## src/rtl/axi_fifo_rr_arb_if.sv

```systemverilog
// Bus bundle for axi_fifo_rr_arb: NUM_PORTS AXI-Stream requesters in, one tagged stream out
// toward the FIFO write port, plus the FIFO's almost_full flag.
interface axi_fifo_rr_arb_if #(
   parameter int DATA_WIDTH = 32,
   parameter int NUM_PORTS  = 4,
   parameter int ID_WIDTH   = 2
);
   logic [NUM_PORTS-1:0]            s_axis_tvalid;
   logic [NUM_PORTS*DATA_WIDTH-1:0] s_axis_tdata;
   logic [NUM_PORTS-1:0]            s_axis_tlast;
   logic [NUM_PORTS-1:0]            s_axis_tready;
   logic                            fifo_almost_full;
   logic                            m_axis_tvalid;
   logic [DATA_WIDTH-1:0]           m_axis_tdata;
   logic                            m_axis_tlast;
   logic [ID_WIDTH-1:0]             m_axis_tid;
   logic                            m_axis_tready;

   // Handshake: a beat transfers on a rising clk edge where tvalid & tready are both high;
   // a source holds tdata/tlast stable while tvalid is high and tready is low.
   modport slave (
      input  s_axis_tvalid, s_axis_tdata, s_axis_tlast, fifo_almost_full, m_axis_tready,
      output s_axis_tready, m_axis_tvalid, m_axis_tdata, m_axis_tlast, m_axis_tid
   );

   modport master (
      output s_axis_tvalid, s_axis_tdata, s_axis_tlast, fifo_almost_full, m_axis_tready,
      input  s_axis_tready, m_axis_tvalid, m_axis_tdata, m_axis_tlast, m_axis_tid
   );
endinterface

```

## src/rtl/axi_fifo_rr_arb.sv

```systemverilog
// Round-robin arbiter sharing one FIFO write port among NUM_PORTS AXI-Stream requesters;
// a grant lasts one packet or BURST_LEN beats, and almost_full only gates new grants.
module axi_fifo_rr_arb #(
   parameter int DATA_WIDTH = 32,
   parameter int NUM_PORTS  = 4,
   parameter int ID_WIDTH   = 2,
   parameter int BURST_LEN  = 16
) (
   input  logic                clk,
   input  logic                sync_reset,
   axi_fifo_rr_arb_if.slave    bus,
   output logic                busy
);
   typedef enum logic {IDLE, XFER} state_t;

   localparam logic [7:0]          LAST_BEAT = 8'(BURST_LEN - 1);
   localparam logic [ID_WIDTH-1:0] LAST_PORT = ID_WIDTH'(NUM_PORTS - 1);

   state_t              state, state_nxt;
   logic [ID_WIDTH-1:0] grant, last_grant;
   logic [ID_WIDTH-1:0] sel, idx;
   logic                sel_found;
   logic [7:0]          beat_cnt;
   logic                beat_acc;

   // Search starts just after the previous winner, so the port that just finished is last.
   always_comb begin : rr_search
      sel       = '0;
      idx       = '0;
      sel_found = 1'b0;
      for (int i = 1; i <= NUM_PORTS; i++) begin
         idx = ID_WIDTH'((int'(last_grant) + i) % NUM_PORTS);
         if (!sel_found && bus.s_axis_tvalid[idx]) begin
            sel       = idx;
            sel_found = 1'b1;
         end
      end
   end

   always_ff @(posedge clk) begin : state_reg
      if (sync_reset) state <= IDLE;
      else            state <= state_nxt;
   end

   always_comb begin : fsm_comb
      state_nxt         = state;
      busy              = 1'b0;
      beat_acc          = 1'b0;
      bus.m_axis_tvalid = 1'b0;
      bus.m_axis_tdata  = '0;
      bus.m_axis_tlast  = 1'b0;
      bus.m_axis_tid    = '0;
      bus.s_axis_tready = '0;
      case (state)
         IDLE: begin
            if (!bus.fifo_almost_full && sel_found) state_nxt = XFER;
         end
         XFER: begin
            busy                     = 1'b1;
            bus.m_axis_tvalid        = bus.s_axis_tvalid[grant];
            bus.m_axis_tdata         = bus.s_axis_tdata[int'(grant)*DATA_WIDTH +: DATA_WIDTH];
            bus.m_axis_tid           = grant;
            // Burst truncation ends the grant with tlast even mid-packet.
            bus.m_axis_tlast         = bus.s_axis_tlast[grant] | (beat_cnt == LAST_BEAT);
            bus.s_axis_tready[grant] = bus.m_axis_tready;
            beat_acc                 = bus.m_axis_tvalid & bus.m_axis_tready;
            if (beat_acc && bus.m_axis_tlast) state_nxt = IDLE;
         end
         default: state_nxt = IDLE;
      endcase
   end

   always_ff @(posedge clk) begin : grant_regs
      if (sync_reset) begin
         grant      <= '0;
         last_grant <= LAST_PORT;
         beat_cnt   <= '0;
      end else begin
         if (state == IDLE && state_nxt == XFER) begin
            grant    <= sel;
            beat_cnt <= '0;
         end
         if (beat_acc) begin
            beat_cnt <= beat_cnt + 8'd1;
            if (bus.m_axis_tlast) last_grant <= grant;
         end
      end
   end
endmodule

```

## src/flat_wrapper.sv

```systemverilog
// flat-port wrapper written by rule: the top's interface ports become plain ports
module axi_fifo_rr_arb_flat 
#(
   parameter int DATA_WIDTH = 32,
   parameter int NUM_PORTS  = 4,
   parameter int ID_WIDTH   = 2,
   parameter int BURST_LEN  = 16
)
  (clk, sync_reset, busy, bus_s_axis_tvalid, bus_s_axis_tdata, bus_s_axis_tlast, bus_fifo_almost_full, bus_m_axis_tready, bus_s_axis_tready, bus_m_axis_tvalid, bus_m_axis_tdata, bus_m_axis_tlast, bus_m_axis_tid);
  axi_fifo_rr_arb_if #(.DATA_WIDTH(DATA_WIDTH), .NUM_PORTS(NUM_PORTS), .ID_WIDTH(ID_WIDTH)) bus_i ();
  input  logic clk;
  input  logic sync_reset;
  output logic busy;
  input wire logic [$bits(bus_i.s_axis_tvalid)-1:0] bus_s_axis_tvalid;
  input wire logic [$bits(bus_i.s_axis_tdata)-1:0] bus_s_axis_tdata;
  input wire logic [$bits(bus_i.s_axis_tlast)-1:0] bus_s_axis_tlast;
  input wire logic [$bits(bus_i.fifo_almost_full)-1:0] bus_fifo_almost_full;
  input wire logic [$bits(bus_i.m_axis_tready)-1:0] bus_m_axis_tready;
  output wire logic [$bits(bus_i.s_axis_tready)-1:0] bus_s_axis_tready;
  output wire logic [$bits(bus_i.m_axis_tvalid)-1:0] bus_m_axis_tvalid;
  output wire logic [$bits(bus_i.m_axis_tdata)-1:0] bus_m_axis_tdata;
  output wire logic [$bits(bus_i.m_axis_tlast)-1:0] bus_m_axis_tlast;
  output wire logic [$bits(bus_i.m_axis_tid)-1:0] bus_m_axis_tid;
  assign bus_i.s_axis_tvalid = bus_s_axis_tvalid;
  assign bus_i.s_axis_tdata = bus_s_axis_tdata;
  assign bus_i.s_axis_tlast = bus_s_axis_tlast;
  assign bus_i.fifo_almost_full = bus_fifo_almost_full;
  assign bus_i.m_axis_tready = bus_m_axis_tready;
  assign bus_s_axis_tready = bus_i.s_axis_tready;
  assign bus_m_axis_tvalid = bus_i.m_axis_tvalid;
  assign bus_m_axis_tdata = bus_i.m_axis_tdata;
  assign bus_m_axis_tlast = bus_i.m_axis_tlast;
  assign bus_m_axis_tid = bus_i.m_axis_tid;
  axi_fifo_rr_arb #(.DATA_WIDTH(DATA_WIDTH), .NUM_PORTS(NUM_PORTS), .ID_WIDTH(ID_WIDTH), .BURST_LEN(BURST_LEN)) u_core (.clk(clk), .sync_reset(sync_reset), .bus(bus_i), .busy(busy));
endmodule
```

## config.mk

```make
export PLATFORM = sky130hd
export DESIGN_NAME = axi_fifo_rr_arb_flat
export DESIGN_NICKNAME = d
export VERILOG_FILES = /design/src/rtl/axi_fifo_rr_arb_if.sv /design/src/rtl/axi_fifo_rr_arb.sv /design/src/flat_wrapper.sv
export SDC_FILE = /design/constraint.sdc
export NUM_CORES = 1
export LEC_CHECK = 0
export CAP_MARGIN = 0
export CORE_MARGIN = 2
export CORE_UTILIZATION = 32
export DETAILED_ROUTE_END_ITERATION = 12
export PLACE_DENSITY = 0.87
export SLEW_MARGIN = 30
export SYNTH_ARGS = -nofsm -noshare
export SYNTH_HDL_FRONTEND = slang
export SYNTH_SLANG_ARGS = --single-unit
```

## constraint.sdc

```tcl
create_clock -name clk -period 4.3 [get_ports clk]
set_input_delay 0.645 -clock clk [delete_from_list [all_inputs] [get_ports clk]]
set_output_delay 0.645 -clock clk [all_outputs]
set_load 0.05 [all_outputs]
```

==> impl_metrics.toml <==
[status]
outcome = "finished, final reports clean"

[logic_synthesis]
synth.yosys.seq_area_share_pct = 14.4
synth_cells = 175
ys.warnings.count = 0
synth-main-ff-cell = "dfxtp_1"
yosys_register_bits = 13
synth_nets = 316
postSynthAreaPerCell_um2 = 10.3
async_flop_share_pct = 0
synth.distinct_cells = 38
synth_edf_count = 0
syn_area_um2 = 1800

[timing]
slew_violations = 0
tns_ps = 0
fin_worst_skew_ps = 2.74
hold_viol = 0
max_slew_margin_pct = 59.2
max_slew.worst_pin.slew_ps = 596
fin_ws_ps = 1040
rsz0062_at_grt = "no"
fin_crit_ps = 3260
fin_hold_ws_ps = 492
period_share_pct = 75.7
clock.fmax_mhz = 307
setup_viol_count_final = 0

[worst_setup_path]
reg2reg_depth = 5
crit_required_ps = 3650
start_kind = "flip-flop"
timing.rr.end = "u_core.beat_cnt[2]"
r2r_start = "u_core.grant[0]"
crit_slowest_cell = "clkdlybuf4s50_1"
cp.arrival_ps = 2610
cp_slowest_stage_delay_ps = 690
crit_start = "u_core.grant[0]"
endpoint_kind = "output port"
crit_path_end = "bus_m_axis_tdata[15]"
cp_cell_sequence = "buf_4, mux4_2, and2_1, clkdlybuf4s50_1"
r2r_slack_ps = 2220
critPathMaxFanout = 14
crit_type = "flip-flop to output port"

[power]
netSwitchingFraction_pct = 35.8
powerDensity_nw_per_um2 = 181
power_frac_comb_pct = 63.7
p_switching_w = 0.000239
peakVddDrop_mv = 0.223
p_clk_share_pct = 16.2
leakage_nw = 1.28
seqPwrFrac_pct = 20.1
intPower_w = 0.000429

[cts]
cts_buffers = 3
cts_setup_buffers = 0
cts.repair.resized = 0
htreeDepth = 1
cts-root-buf = "clkbuf_8"
clock-sinks = 13
clk_latency_ps = 240
holdBufCountCts = 0
clk_pin_slew_ps = 50
cts_max_path_buffers = 2
cts_tree = "built"

[floorplanning]
rows = 27
start_util_pct = 33.0
ios = 181
core_um2 = 5470
die_w_um = 79.1
die_h_um = 79.1
die-area_um2 = 6260

[worst_hold_path]
hold_class = "flip-flop to flip-flop"

[grt]
grt_pass1_wl_mm = 11.8
grt-ovfl-total = 0
grt_pass1_vias = 2272
grt_util_all_layers_pct = 24.4
grt_antenna_before_repair = 0
grt_max_degree = 31

[detailed_routing]
wl_per_cell_um = 19.0
drc_errors = 0
routed_wl_mm = 7.99
antenna_left = 0
vias_per_cell = 5.24
first_pass_iters = 4
drtIter0Drc = 107
via_count = 2204

[cells_and_area]
largest_reg_flops = 8
largest_register = "u_core.beat_cnt"
final_common_cell = "clkdlybuf4s50_1"
nets = 491
layout_common_cells = "clkdlybuf4s50_1, mux4_2, and2_1, dfxtp_1, nand3_1"
drive_gt1_share_pct = 13.8
top_regs = "u_core.beat_cnt: 8 flops, u_core.grant: 2 flops, u_core.last_grant: 2 flops"
area_growth_pct = 105
num_antenna_cells = 0

[flow_run]
maxCapViolations = 0

[placed_design]
port_buffers = 180
gp_congestion = 0.886
dp_hpwl_mm = 6.82
place_ws_ps = 1060
synthesized netlist by cell type, drive strengths merged, types with 2 or more instances:
cell | number | area share, %
nor2b | 3 | 1.0
and3 | 2 | 0.69
nand3 | 11 | 3.1
buf | 8 | 3.3
or3 | 3 | 1.0
nand2 | 7 | 1.5
inv | 4 | 0.83
mux2i | 2 | 1.1
a221o | 2 | 1.1
a311oi | 2 | 1.3
a21oi | 8 | 2.4
a31oi | 3 | 1.0
clkbuf | 8 | 1.7
dfxtp | 13 | 14
nor3 | 2 | 0.55
o21ai | 3 | 0.83
nand2b | 4 | 1.4
mux4 | 34 | 42
nor2 | 8 | 1.7
and2 | 34 | 12
cells by family (layout without fill, tap and decap cells):
group                      count (synthesis)  count (layout)  share of synthesized area [%]
and+or+nand+nor                           79              79                           24.6
muxes                                     36              36                           43.6
AOI/OAI and AO/OA                         26              26                           10.9
buffers and inverters                     20             194                           5.82
DFF                                       13              13                           14.4
adders and majority gates                  1               1                          0.693
power by group through the flow:
stage | clock [W] | sequential (W) | combinational (W)
CTS | 0.000110 | 0.000135 | 0.000426
global placement | 0 | 0.000137 | 0.000417
finish | 0.000108 | 0.000134 | 0.000425
global route | 0.000116 | 0.000136 | 0.000446
detailed placement | 0 | 0.000137 | 0.000425
floorplan | 0 | 0.000132 | 0.000231
per-stage QoR:
step                      std cells  power (W)  area [um^2]  utilization [%]
after CTS                       421   0.000671         3700             67.6
after floorplan                 175   0.000363         1800                -
after detailed placement        417   0.000563         3650             66.7
after global placement          417   0.000554         3650             66.7
final                           421   0.000668         3700             67.6
after global routing            421   0.000698         3700             67.6
critical path: cells and delay by family, from the launching register on:
kind	cells	cell delay (ps)
and+or+nand+nor	1	180
DFF	1	610
muxes	1	540
buffers and inverters	2	1030
worst min path at each step:
stage | start | end | depth (start not counted)
detailed placement | u_core.beat_cnt[1] | u_core.beat_cnt[1] | 2
global placement | u_core.beat_cnt[1] | u_core.beat_cnt[1] | 2
global route | u_core.beat_cnt[7] | u_core.beat_cnt[7] | 1
finish | u_core.beat_cnt[1] | u_core.beat_cnt[1] | 2
floorplan | u_core.beat_cnt[2] | u_core.beat_cnt[2] | 1
CTS | u_core.beat_cnt[1] | u_core.beat_cnt[1] | 2
cell type report:
| type | instances | area, um^2 |
|---|---|---|
| flip-flops and latches | 13 | 262 |
| multi-input cells | 142 | 1440 |
| fillers | 435 | 1780 |
| repair buffers | 186 | 1850 |
| well taps | 72 | 90.1 |
| inverters | 4 | 15.0 |
| clock buffers | 4 | 45.0 |
layer usage:
metal  part of all wire, %  track usage [%]
met5                     0                0
met4                   3.1             7.76
met3                   8.5             6.02
met2                    53             45.4
met1                    36             27.2
(Power assumes the default switching activity.)
